===== config.mk =====
export PLATFORM = sky130hd
export DESIGN_NAME = fifo_relay_flat
export DESIGN_NICKNAME = d
export VERILOG_FILES = /design/src/rtl/fifo_relay_if.sv /design/src/rtl/fifo_relay.sv /design/src/flat_wrapper.sv
export SDC_FILE = /design/constraint.sdc
export NUM_CORES = 1
export LEC_CHECK = 0
export BUFFER_PORTS_ARGS = -buffer_cell sky130_fd_sc_hd__buf_2
export CORE_MARGIN = 1.5
export CORE_UTILIZATION = 40
export CTS_CLUSTER_SIZE = 10
export DETAILED_ROUTE_END_ITERATION = 6
export PLACE_DENSITY_LB_ADDON = 0.25
export SLEW_MARGIN = 20
export SYNTH_ARGS = -nofsm -noshare
export SYNTH_HDL_FRONTEND = slang
export SYNTH_SLANG_ARGS = --single-unit
export TNS_END_PERCENT = 1

===== constraint.sdc =====
create_clock -name clk -period 4.8 [get_ports clk]
set_input_delay 0.96 -clock clk [delete_from_list [all_inputs] [get_ports clk]]
set_output_delay 0.96 -clock clk [all_outputs]
set_load 0.05 [all_outputs]

===== src/rtl/fifo_relay_if.sv =====
// fifo_relay_if: req/ack handshake bundle for both sides of fifo_relay.
// master: the relay's view (read-master on rm_*, write-master on wm_*).
// slave : the surrounding FIFOs' view (upstream read port, downstream write port).
interface fifo_relay_if #(
    parameter int unsigned dw = 8
);
    logic [dw-1:0] rm_data;
    logic          rm_req;
    logic          rm_ack;
    logic [dw-1:0] wm_data;
    logic          wm_req;
    logic          wm_ack;

    modport master (
        input  rm_data,
        input  rm_req,
        output rm_ack,
        output wm_data,
        output wm_req,
        input  wm_ack
    );

    modport slave (
        output rm_data,
        output rm_req,
        input  rm_ack,
        input  wm_data,
        input  wm_req,
        output wm_ack
    );
endinterface


===== src/rtl/fifo_relay.sv =====
// fifo_relay: accepts words from an upstream FIFO read port (four-phase
// req/ack, relay acks) and re-offers them to a downstream FIFO write port
// (relay requests), through a 2-entry ring buffer. All outputs registered.
// Optional build macro FIFO_RELAY_CNT_EN enables the 16-bit xfer_cnt
// counter of completed downstream transfers; otherwise xfer_cnt is 0.
module fifo_relay #(
    parameter int unsigned dw = 8
) (
    input  logic          clk,
    input  logic          rstn,
    fifo_relay_if.master  bus,
    input  logic          enable,
    output logic [1:0]    level,
    output logic          busy,
    output logic [15:0]   xfer_cnt
);

    typedef enum logic {
        R_IDLE,
        R_ACK
    } rstate_t;

    typedef enum logic [1:0] {
        W_IDLE,
        W_REQ,
        W_DONE
    } wstate_t;

    rstate_t       rstate_q, rstate_d;
    wstate_t       wstate_q, wstate_d;
    logic [dw-1:0] buf_q [2];
    logic          wp_q, wp_d;
    logic          rp_q, rp_d;
    logic [1:0]    level_q, level_d;
    logic          rm_ack_q, rm_ack_d;
    logic          wm_req_q, wm_req_d;
    logic [dw-1:0] wm_data_q, wm_data_d;
    logic          busy_q, busy_d;
    logic          push;
    logic          pop;

    // Next-state decode for both handshake FSMs, pointers, level and busy.
    always_comb begin
        rstate_d  = rstate_q;
        wstate_d  = wstate_q;
        rm_ack_d  = rm_ack_q;
        wm_req_d  = wm_req_q;
        wm_data_d = wm_data_q;
        push      = 1'b0;
        pop       = 1'b0;

        unique case (wstate_q)
            W_IDLE: begin
                if (level_q != 2'd0) begin
                    wm_data_d = buf_q[rp_q];
                    wm_req_d  = 1'b1;
                    wstate_d  = W_REQ;
                end
            end
            W_REQ: begin
                if (bus.wm_ack) begin
                    wm_req_d = 1'b0;
                    pop      = 1'b1;
                    wstate_d = W_DONE;
                end
            end
            W_DONE: begin
                if (!bus.wm_ack) begin
                    wstate_d = W_IDLE;
                end
            end
            default: wstate_d = W_IDLE;
        endcase

        // A pop on this edge frees its slot: the popped word already sits in
        // wm_data_q, so a full buffer can take a new word on the same edge.
        unique case (rstate_q)
            R_IDLE: begin
                if (bus.rm_req && enable && ((level_q < 2'd2) || pop)) begin
                    push     = 1'b1;
                    rm_ack_d = 1'b1;
                    rstate_d = R_ACK;
                end
            end
            R_ACK: begin
                if (!bus.rm_req) begin
                    rm_ack_d = 1'b0;
                    rstate_d = R_IDLE;
                end
            end
            default: rstate_d = R_IDLE;
        endcase

        wp_d = push ? ~wp_q : wp_q;
        rp_d = pop  ? ~rp_q : rp_q;

        unique case ({push, pop})
            2'b10:   level_d = level_q + 2'd1;
            2'b01:   level_d = level_q - 2'd1;
            default: level_d = level_q;
        endcase

        busy_d = (level_d != 2'd0) || (rstate_d != R_IDLE) || (wstate_d != W_IDLE);
    end

    // State, buffer and registered outputs; reset abandons any transfer.
    always_ff @(posedge clk or negedge rstn) begin
        if (!rstn) begin
            rstate_q  <= R_IDLE;
            wstate_q  <= W_IDLE;
            buf_q[0]  <= '0;
            buf_q[1]  <= '0;
            wp_q      <= 1'b0;
            rp_q      <= 1'b0;
            level_q   <= '0;
            rm_ack_q  <= 1'b0;
            wm_req_q  <= 1'b0;
            wm_data_q <= '0;
            busy_q    <= 1'b0;
        end else begin
            rstate_q  <= rstate_d;
            wstate_q  <= wstate_d;
            if (push) begin
                buf_q[wp_q] <= bus.rm_data;
            end
            wp_q      <= wp_d;
            rp_q      <= rp_d;
            level_q   <= level_d;
            rm_ack_q  <= rm_ack_d;
            wm_req_q  <= wm_req_d;
            wm_data_q <= wm_data_d;
            busy_q    <= busy_d;
        end
    end

`ifdef FIFO_RELAY_CNT_EN
    logic [15:0] cnt_q;

    // Completed downstream transfers, wrapping at 16 bits.
    always_ff @(posedge clk or negedge rstn) begin
        if (!rstn) begin
            cnt_q <= '0;
        end else if (pop) begin
            cnt_q <= cnt_q + 16'd1;
        end
    end

    assign xfer_cnt = cnt_q;
`else
    assign xfer_cnt = '0;
`endif

    assign bus.rm_ack  = rm_ack_q;
    assign bus.wm_req  = wm_req_q;
    assign bus.wm_data = wm_data_q;
    assign level       = level_q;
    assign busy        = busy_q;

endmodule


===== src/flat_wrapper.sv =====
// flat-port wrapper written by rule: the top's interface ports become plain ports
module fifo_relay_flat 
#(
    parameter int unsigned dw = 8
)
  (clk, rstn, enable, level, busy, xfer_cnt, bus_rm_data, bus_rm_req, bus_rm_ack, bus_wm_data, bus_wm_req, bus_wm_ack);
  fifo_relay_if #(.dw(dw)) bus_i ();
  input  logic clk;
  input  logic rstn;
  input  logic enable;
  output logic [1:0] level;
  output logic busy;
  output logic [15:0] xfer_cnt;
  input wire logic [$bits(bus_i.rm_data)-1:0] bus_rm_data;
  input wire logic [$bits(bus_i.rm_req)-1:0] bus_rm_req;
  output wire logic [$bits(bus_i.rm_ack)-1:0] bus_rm_ack;
  output wire logic [$bits(bus_i.wm_data)-1:0] bus_wm_data;
  output wire logic [$bits(bus_i.wm_req)-1:0] bus_wm_req;
  input wire logic [$bits(bus_i.wm_ack)-1:0] bus_wm_ack;
  assign bus_i.rm_data = bus_rm_data;
  assign bus_i.rm_req = bus_rm_req;
  assign bus_rm_ack = bus_i.rm_ack;
  assign bus_wm_data = bus_i.wm_data;
  assign bus_wm_req = bus_i.wm_req;
  assign bus_i.wm_ack = bus_wm_ack;
  fifo_relay #(.dw(dw)) u_core (.clk(clk), .rstn(rstn), .bus(bus_i), .enable(enable), .level(level), .busy(busy), .xfer_cnt(xfer_cnt));
endmodule

==> impl_metrics.ini <==
[placed_design]
dp_hpwl_mm = 1.78
dp.cells = 195
place_ws_ns = 1.83
postPlaceCellArea_mm2 = 0.00166
gp_congestion = 0.694
port_buffers = 25

[critical_path]
cp_top_family = compound AO/OA/AOI/OAI gates
start_kind = primary input
critPathKind = primary input to flop
worstRegToRegCells = 6
r2r_slack_ns = 2.36
regToRegStartpoint = u_core.wstate_q[1]
cp-end-kind = flop
r2r_end = u_core.busy
worstPathCellList = buf_2 -> nand3b_4 -> a211o_1 -> ha_1 -> xnor2_1 -> o21ai_0 -> or3b_2
cp.buffers_inverters = 1
crit_arrival_ns = 2.82
slowest_delay_ns = 0.49
crit_required_ns = 4.95
slowest_stage = a211o_1
critical_path.max_fanout = 6

[timing]
worst_slack_ns = 2.13
fin_crit_ns = 2.67
hold_viol = 0
tightest_slew_ns = 0.738
holdWs_ns = 0.494
rsz0062_at_grt = false
finalMaxSlewViolations = 0
timing.fmax_mhz = 375
post-route-period-util = 0.555
setup_violations = 0
clock_skew_ns = 0.00829
tns_ns = 0
worst_slew_margin_rel = 0.508

[drt]
wire_per_inst_um = 12.3
vias = 930
drt_iter0_markers = 23
drc = 0
ant_nets = 0
drt_wl_total_mm = 2.49
dr.pass1.iters = 4
viasPerCell = 4.58

[yosys]
synthFlopType = dfrtp_1
syn_area_mm2 = 0.00156
synth.avg_cell_area_um2 = 12.4
synthArstFlopShare = 1.00
netlist_top_cells_area = dfrtp_1 54%, mux2_2 11%, buf_4 7.7%
synth.yosys.warnings = 0
yosys_register_bits = 34
yosysMostFrequentCell = dfrtp_1
synthCells = 126
synth_commonest_cells = 34 x dfrtp_1, 16 x buf_4, 15 x mux2_2, 12 x nor2_1
synth-edff-count = 0
yosysTopAreaCellShare = 0.545
ys_seq_area_frac = 0.545
synth.largest_area_cell = dfrtp_1
ys_types = 24

[hold_path]
hp-class = flop to flop
hold-path-endpoint = u_core.bus.wm_req
worstHoldStart = u_core.bus.wm_req
whs_path_depth = 1

[pwr]
power_mw = 1.40
leakage_nw = 0.865
irDropWorstVdd_mv = 0.301
powerDensity_mw_per_mm2 = 792

[cts]
cts_resized = 0
clockBufferDepth = 2
postCtsSetupBuffers = 0
clk_pin_slew_ns = 0.07
cts_tree = yes
numCtsBuffers = 5
clk-insertion-delay-late_ns = 0.27
clock-root-buffer = clkbuf_8
postCtsHoldBufs = 0
clock_sinks = 34
htreeDepth = 2

[final_layout]
fin_nets = 168
final_cell_area_mm2 = 0.00176
instances_no_fill = 203
finish.utilization = 0.474
areaGrowthSynthToFinish_pct = 12.8
num-fill-cells = 352
drive_gt1_frac = 0.342
antenna_cells = 0

[floorplan]
num_io_pins = 42
core_area_mm2 = 0.00372
die_h_um = 65.5
dieWidth_um = 65.5
rows = 22
start_util = 0.420
die_area_mm2 = 0.00429

[grt]
grtUsageTotal = 0.135
grt_max_degree = 35
antenna_found_initial = 0
grt_overflow = 0
first_global_vias = 992
grt_pass1_wl_mm = 4.33

[outcome]
run_status = finished clean

[job]
max-cap-violations = 0
placed cells by master (no fill, tap or decap):
master and instances:
xnor2_1 5, clkinv_2 1, mux2_1 1, a21o_1 1
buf_2 25, ha_1 1, a31o_2 1, xor2_1 1
o21ai_0 3, dfrtp_1 34, inv_1 5, conb_1 16
nor2_1 12, or3b_2 1, nor2_8 2, nor3_4 1
mux2_2 15, a211o_1 1, clkbuf_1 1, a21oi_1 8
clkbuf_8 6, mux2i_1 8, nand2_1 4, nand3_1 1
nand3b_4 1
power by group:
group | switching, mW | internal (mW) | total, mW
Clock | 0.0936 | 0.116 | 0.209
Combinational | 0.406 | 0.228 | 0.634
Sequential | 0.118 | 0.434 | 0.552
sequential cells by signal (all words and copies together) (netlist names):
name,flops
u_core.buf_q,16
u_core.bus.wm_req,1
u_core.bus.rm_ack,1
u_core.wstate_q,2
u_core.bus.wm_data,8
u_core.rstate_q,1
u_core.rp_q,1
u_core.wp_q,1
u_core.busy,1
u_core.level,2
layer usage:
| layer | vias to the layer above | GRT usage | share of wire |
|---|---|---|---|
| li1 | 439 | - | - |
| met1 | 461 | 0.167 | 0.45 |
| met2 | 28 | 0.224 | 0.50 |
| met3 | 2 | 0.0411 | 0.040 |
| met4 | 0 | 0.0469 | 0.0080 |
| met5 | - | 0 | 0 |
worst max-delay path by stage:
stage                     from          end  slack, ns  cells past startpoint
global placement    bus_wm_ack  u_core.busy       1.92                      7
global route        bus_wm_ack  u_core.busy       2.04                      7
finish              bus_wm_ack  u_core.busy       2.13                      7
CTS                 bus_wm_ack  u_core.busy       2.14                      7
detailed placement  bus_wm_ack  u_core.busy       1.83                      7
floorplan           bus_wm_ack  u_core.busy       2.15                      7
logic make-up after synthesis:
kind of cell / after synthesis / share of synthesized area
compound gates: 14 / 0.0513
flops: 34 / 0.545
simple gates: 22 / 0.0921
buf+inv: 24 / 0.101
mux: 24 / 0.167
other cells: 1 / 0.00240
xor+xnor: 6 / 0.0337
fa+ha+maj: 1 / 0.00801
area by class of cell:
| cell class | instances | area [µm²] | share of cell area |
|---|---|---|---|
| well taps | 48 | 60.1 | 0.0341 |
| clock buffers | 7 | 86.3 | 0.0490 |
| flip-flops and latches | 34 | 851 | 0.483 |
| inverters | 5 | 18.8 | 0.0107 |
| repair buffers | 25 | 125 | 0.0710 |
| multi-input cells | 83 | 616 | 0.349 |
| clock inverters | 1 | 5.00 | 0.00284 |
No activity file was read; power rests on OpenSTA's default activity.
